$ cat src/rtl/seg_scan_ctrl.sv
// Time-multiplexed scan controller for common-anode 7-segment digits sharing one decoder.
// Double-buffered digit codes; active-low digit enables with a blanking gap before every lit period.
module seg_scan_ctrl #(
    parameter int NUM_DIGITS   = 4,
    parameter int REFRESH_DIV  = 50000,
    parameter int BLANK_CYCLES = 8
) (
    input  logic                    clk,
    input  logic                    rst_n,
    input  logic [3*NUM_DIGITS-1:0] digits,
    input  logic [NUM_DIGITS-1:0]   digit_en,
    input  logic                    load,
    output logic [2:0]              bcd,
    output logic [NUM_DIGITS-1:0]   an,
    output logic                    frame_done,
    output logic                    upd_ack
);

    localparam int MAXC  = (REFRESH_DIV > BLANK_CYCLES) ? REFRESH_DIV : BLANK_CYCLES;
    localparam int CNT_W = (MAXC > 1) ? $clog2(MAXC) : 1;
    localparam int SEL_W = $clog2(NUM_DIGITS);
    localparam int DW    = 3 * NUM_DIGITS;

    typedef enum logic {BLANK, SHOW} state_t;

    state_t                r_state;
    logic [CNT_W-1:0]      r_cnt;
    logic [SEL_W-1:0]      r_sel;
    logic [DW-1:0]         r_shadow;
    logic [NUM_DIGITS-1:0] r_shen;
    logic [DW-1:0]         r_pend;
    logic [NUM_DIGITS-1:0] r_pend_en;
    logic                  r_pend_valid;
    logic [2:0]            r_bcd;
    logic [NUM_DIGITS-1:0] r_an;
    logic                  r_fd;
    logic                  r_ack;

    state_t                w_nstate;
    logic [CNT_W-1:0]      w_ncnt;
    logic [SEL_W-1:0]      w_nsel;
    logic                  w_xfer;
    logic [DW-1:0]         w_nshadow;
    logic [NUM_DIGITS-1:0] w_nshen;
    logic                  w_npend_valid;
    logic [2:0]            w_ncode;
    logic [NUM_DIGITS-1:0] w_nan;
    logic                  w_nfd;
    logic                  w_nack;

    // Outputs are registered from the next-state values so they line up with the state they describe.
    always_comb begin
        w_nstate = r_state;
        w_ncnt   = r_cnt + 1'b1;
        w_nsel   = r_sel;
        case (r_state)
            BLANK: begin
                if (r_cnt == CNT_W'(BLANK_CYCLES - 1)) begin
                    w_nstate = SHOW;
                    w_ncnt   = '0;
                end
            end
            SHOW: begin
                if (r_cnt == CNT_W'(REFRESH_DIV - 1)) begin
                    w_nstate = BLANK;
                    w_ncnt   = '0;
                    w_nsel   = (r_sel == SEL_W'(NUM_DIGITS - 1)) ? '0 : r_sel + 1'b1;
                end
            end
            default: begin
                w_nstate = BLANK;
                w_ncnt   = '0;
            end
        endcase

        w_xfer        = (r_state == BLANK) && (r_sel == '0) && (r_cnt == '0) && r_pend_valid;
        w_nshadow     = w_xfer ? r_pend : r_shadow;
        w_nshen       = w_xfer ? r_pend_en : r_shen;
        w_npend_valid = load | (r_pend_valid & ~w_xfer);

        w_ncode = w_nshadow[w_nsel*3 +: 3];
        w_nan   = '1;
        if ((w_nstate == SHOW) && w_nshen[w_nsel] && (w_ncode != 3'd7))
            w_nan[w_nsel] = 1'b0;

        w_nfd  = (w_nstate == SHOW) && (w_nsel == SEL_W'(NUM_DIGITS - 1)) &&
                 (w_ncnt == CNT_W'(REFRESH_DIV - 1));
        w_nack = (w_nstate == BLANK) && (w_nsel == '0) && (w_ncnt == '0) && w_npend_valid;
    end

    always_ff @(posedge clk or negedge rst_n) begin
        if (!rst_n) begin
            r_state      <= BLANK;
            r_cnt        <= '0;
            r_sel        <= '0;
            r_shadow     <= '1;
            r_shen       <= '0;
            r_pend       <= '1;
            r_pend_en    <= '0;
            r_pend_valid <= 1'b0;
            r_bcd        <= '0;
            r_an         <= '1;
            r_fd         <= 1'b0;
            r_ack        <= 1'b0;
        end else begin
            r_state      <= w_nstate;
            r_cnt        <= w_ncnt;
            r_sel        <= w_nsel;
            r_shadow     <= w_nshadow;
            r_shen       <= w_nshen;
            r_pend_valid <= w_npend_valid;
            if (load) begin
                r_pend    <= digits;
                r_pend_en <= digit_en;
            end
            r_bcd <= w_ncode;
            r_an  <= w_nan;
            r_fd  <= w_nfd;
            r_ack <= w_nack;
        end
    end

    assign bcd        = r_bcd;
    assign an         = r_an;
    assign frame_done = r_fd;
    assign upd_ack    = r_ack;

endmodule
$ cat config.mk
export PLATFORM = sky130hd
export DESIGN_NAME = seg_scan_ctrl
export DESIGN_NICKNAME = d
export VERILOG_FILES = /design/src/rtl/seg_scan_ctrl.sv
export SDC_FILE = /design/constraint.sdc
export NUM_CORES = 1
export LEC_CHECK = 0
export BUFFER_PORTS_ARGS = -buffer_cell sky130_fd_sc_hd__clkbuf_2
export CAP_MARGIN = 20
export CORE_AREA = 2 2 73 75
export DETAILED_ROUTE_END_ITERATION = 7
export DIE_AREA = 0 0 75 77
export PLACE_DENSITY = 0.87
export SLEW_MARGIN = 5
export SYNTH_ARGS = -nofsm -noshare
export SYNTH_HDL_FRONTEND = slang
export SYNTH_SLANG_ARGS = --single-unit
$ cat constraint.sdc
create_clock -name clk -period 7.8 [get_ports clk]
set_clock_uncertainty 0.05 [all_clocks]
set_input_delay 1.17 -clock clk [delete_from_list [all_inputs] [get_ports clk]]
set_output_delay 1.17 -clock clk [all_outputs]
set_load 0.05 [all_outputs]
==> results.py <==
metrics = {
    "status": {
        "status": "complete, no violations",
    },
    "floorplanning": {
        "die_width_um": 75,
        "start_util_pct": 58.07,
        "core.rowCount": 26,
        "core_um2": 4977,
        "die_h_um": 77,
        "die_area_um2": 5775,
        "io_pins": 28,
    },
    "synth": {
        "netlist_top_cells_area": "dfrtp_1 (29%), dfstp_2 (25%), mux2_2 (9.4%)",
        "syn-cell-area_um2": 2890,
        "dominantRegCellSynth": "dfrtp_1",
        "synth_common_cells": "dfrtp_1 (33), dfstp_2 (28), mux2_2 (24), nor2_1 (13), inv_1 (12)",
        "syn_inst": 238,
        "synth.avg_cell_area_um2": 12.14,
        "synth.ff_latch_count": 61,
        "synth_fp_nets": 261,
        "ys.warnings.count": 0,
        "synth_most_common_cell": "dfrtp_1",
        "yosys.area.top_type_share_pct": 28.57,
        "async_flop_share_pct": 100.0,
        "synth_edf_count": 0,
        "yosysSeqAreaShare_pct": 54.03,
        "yosysTopAreaCell": "dfrtp_1",
        "synth_cell_types": 54,
    },
    "critical_path": {
        "worstPathArrival_ps": 3420,
        "rr_worst_depth": 8,
        "critPathTopFamily": "simple AND/OR/NAND/NOR gates",
        "cp.depth": 8,
        "worst_path_largest_cell_delay_ps": 580,
        "slowest_stage": "or4_4",
        "r2r_start": "r_cnt[10]$_DFF_PN0_",
        "rrSetupSlack_ps": 4590,
        "crit_path_cell_trace": "or4_4, nor4_4, mux2i_1, clkinv_1, a2111oi_0, nor4_2, o21ai_2, o21ai_1",
        "critical_path_class": "flip-flop to flip-flop",
        "critPathBufInv": 1,
        "required_ps": 8010,
        "critPathCaptureType": "flip-flop",
        "cp_max_fo": 7,
        "startpoint_type": "flip-flop",
        "regToRegEndpoint": "an[0]$_DFF_PN1_",
    },
    "clock_network": {
        "clock_path_buffers": 2,
        "cts_hold_buf": 0,
        "cts_made_buffers": 9,
        "clkSlewWorstSetupHoldPaths_ps": 70,
        "cts_setup_buffers": 0,
        "cts_sinks": 61,
        "root_buffer": "clkbuf_8",
        "htree_levels": 3,
        "cts_tree": "built",
        "cts-resized-gates": 0,
        "insertion_delay_ps": 340,
    },
    "pwr": {
        "p_leak_nw": 1.481,
        "power.density_nw_per_um2": 191.0,
        "ir_worst_vdd_uv": 154.1,
    },
    "final_layout": {
        "stdcell_area_um2": 3244,
        "diodes": 0,
        "area_growth_pct": 12.25,
        "layout-drive-gt1-share_pct": 40.88,
        "nets": 292,
        "nFillCells": 369,
    },
    "drt": {
        "ant_nets": 0,
        "dr.first_iter.drc_count": 98,
        "num_vias": 1868,
        "routedWlPerCell_um": 15.65,
        "drc": 0,
        "avgViaCountPerCell": 5.430,
        "drtPass1Iterations": 4,
        "wl_um": 5384,
    },
    "global_route": {
        "antenna_found_initial": 0,
        "grt_overflow_total": 0,
        "grt_max_degree": 62,
        "grt_pass1_vias": 1953,
        "grt_pass1_wl_um": 9073,
        "grt_util_all_layers_pct": 21.34,
    },
    "placed_design": {
        "dpl.hpwl_um": 3759,
        "place_area_um2": 3069,
        "gp_congestion": 0.8275,
        "port_buffers": 27,
    },
    "sta": {
        "finalSetupViolCount": 0,
        "slew_viol_final": 0,
        "hold_viol": 0,
        "fin_crit_ps": 3207,
        "max_slew_margin_pct": 50.52,
        "rsz0062_at_grt": "no",
        "fmax_ghz": 0.3119,
        "fin_tns_setup_ps": 0,
        "tightest_slew_ps": 742.2,
        "period_share_pct": 41.11,
    },
    "flow_run": {
        "maxCapViolCount": 0,
    },
    "min_path": {
        "worst_hold_path_type": "flip-flop to flip-flop",
        "holdCritStartpoint": "r_pend_valid$_DFF_PN0_",
        "whs_path_depth": 1,
        "holdPathEnd": "r_pend_valid$_DFF_PN0_",
    },
}
-- through the flow --
step | hold WS (ps) | cells | util (%) | power [mW] | setup WS, ps
global placement | 428.0 | 328 | 61.66 | 0.3789 | 4801
floorplan | 404.8 | 238 | - | 0.3642 | 4994
detailed placement | 434.1 | 328 | 61.66 | 0.3808 | 4626
CTS | 445.2 | 344 | 65.18 | 0.6258 | 4598
global route | 463.8 | 344 | 65.18 | 0.6405 | 4357
finish | 450.7 | 344 | 65.18 | 0.6196 | 4593
-- cells by family after synthesis --
logic type,share of synthesized area [%]
muxes,11.99
AOI/OAI and AO/OA,8.182
and+or+nand+nor,15.76
xor gates and xnor gates,4.545
DFF,54.03
buffers and inverters,3.766
adders and majority gates,1.732
-- final cells by class --
class	count	area [µm²]	share of cell area, %
Clock buffer	9	123.9	3.818
Clock inverter	7	51.30	1.581
Inverter	14	57.56	1.774
Multi-Input combinational cell	155	1220	37.60
Sequential cell	61	1562	48.13
Tap cell	70	87.58	2.700
Timing Repair Buffer	28	142.6	4.396
-- metal layers --
metal	up-vias	wire length, µm	GRT usage (%)
li1	913	-	-
met1	917	2288	26.68
met2	30	2809	34.30
met3	8	197	5.913
met4	0	88	8.929
met5	-	0	0
-- worst max path at each step --
| stage | startpoint | to | slack [ps] |
|---|---|---|---|
| 6_report | r_cnt[10]$_DFF_PN0_ | an[0]$_DFF_PN1_ | 4590 |
| 5_1_grt | r_cnt[10]$_DFF_PN0_ | an[0]$_DFF_PN1_ | 4360 |
| 4_1_cts | r_cnt[10]$_DFF_PN0_ | an[0]$_DFF_PN1_ | 4600 |
| 3_5_place_dp | r_cnt[10]$_DFF_PN0_ | an[0]$_DFF_PN1_ | 4630 |
| 3_3_place_gp | r_cnt[10]$_DFF_PN0_ | an[0]$_DFF_PN1_ | 4800 |
| 2_1_floorplan | r_cnt[10]$_DFF_PN0_ | an[0]$_DFF_PN1_ | 4990 |
-- registers in the layout, indices dropped and copies added (netlist names) --
signal and cells:
r_cnt 16, r_pend 12, r_shadow 12, an 4, r_pend_en 4, r_shen 4, bcd 3, r_sel 2
frame_done 1, r_pend_valid 1, r_state 1, upd_ack 1
-- power by group --
group | internal, mW | leakage [nW] | switching (mW)
combinational | 0.0151 | 0.679 | 0.0173
clock | 0.116 | 0.0856 | 0.129
sequential | 0.335 | 0.716 | 0.00669
total | 0.466 | 1.48 | 0.153
-- cells in the final DEF (no fill, tap or decap), types with 3 or more instances in the layout --
master	n
xnor2_1	5
ha_1	4
o21ai_1	3
clkbuf_8	9
nor4_2	3
and3_1	9
inv_1	12
mux2i_1	4
a21o_1	7
dfstp_2	28
dfrtp_1	33
nand4_1	3
mux2_2	24
nor2_1	13
nand3_1	11
clkinv_4	3
nand2_1	8
clkbuf_2	27
nor3_1	7
xor2_1	10
a21boi_0	6
Note: power is estimated with default switching activity, not from simulation.
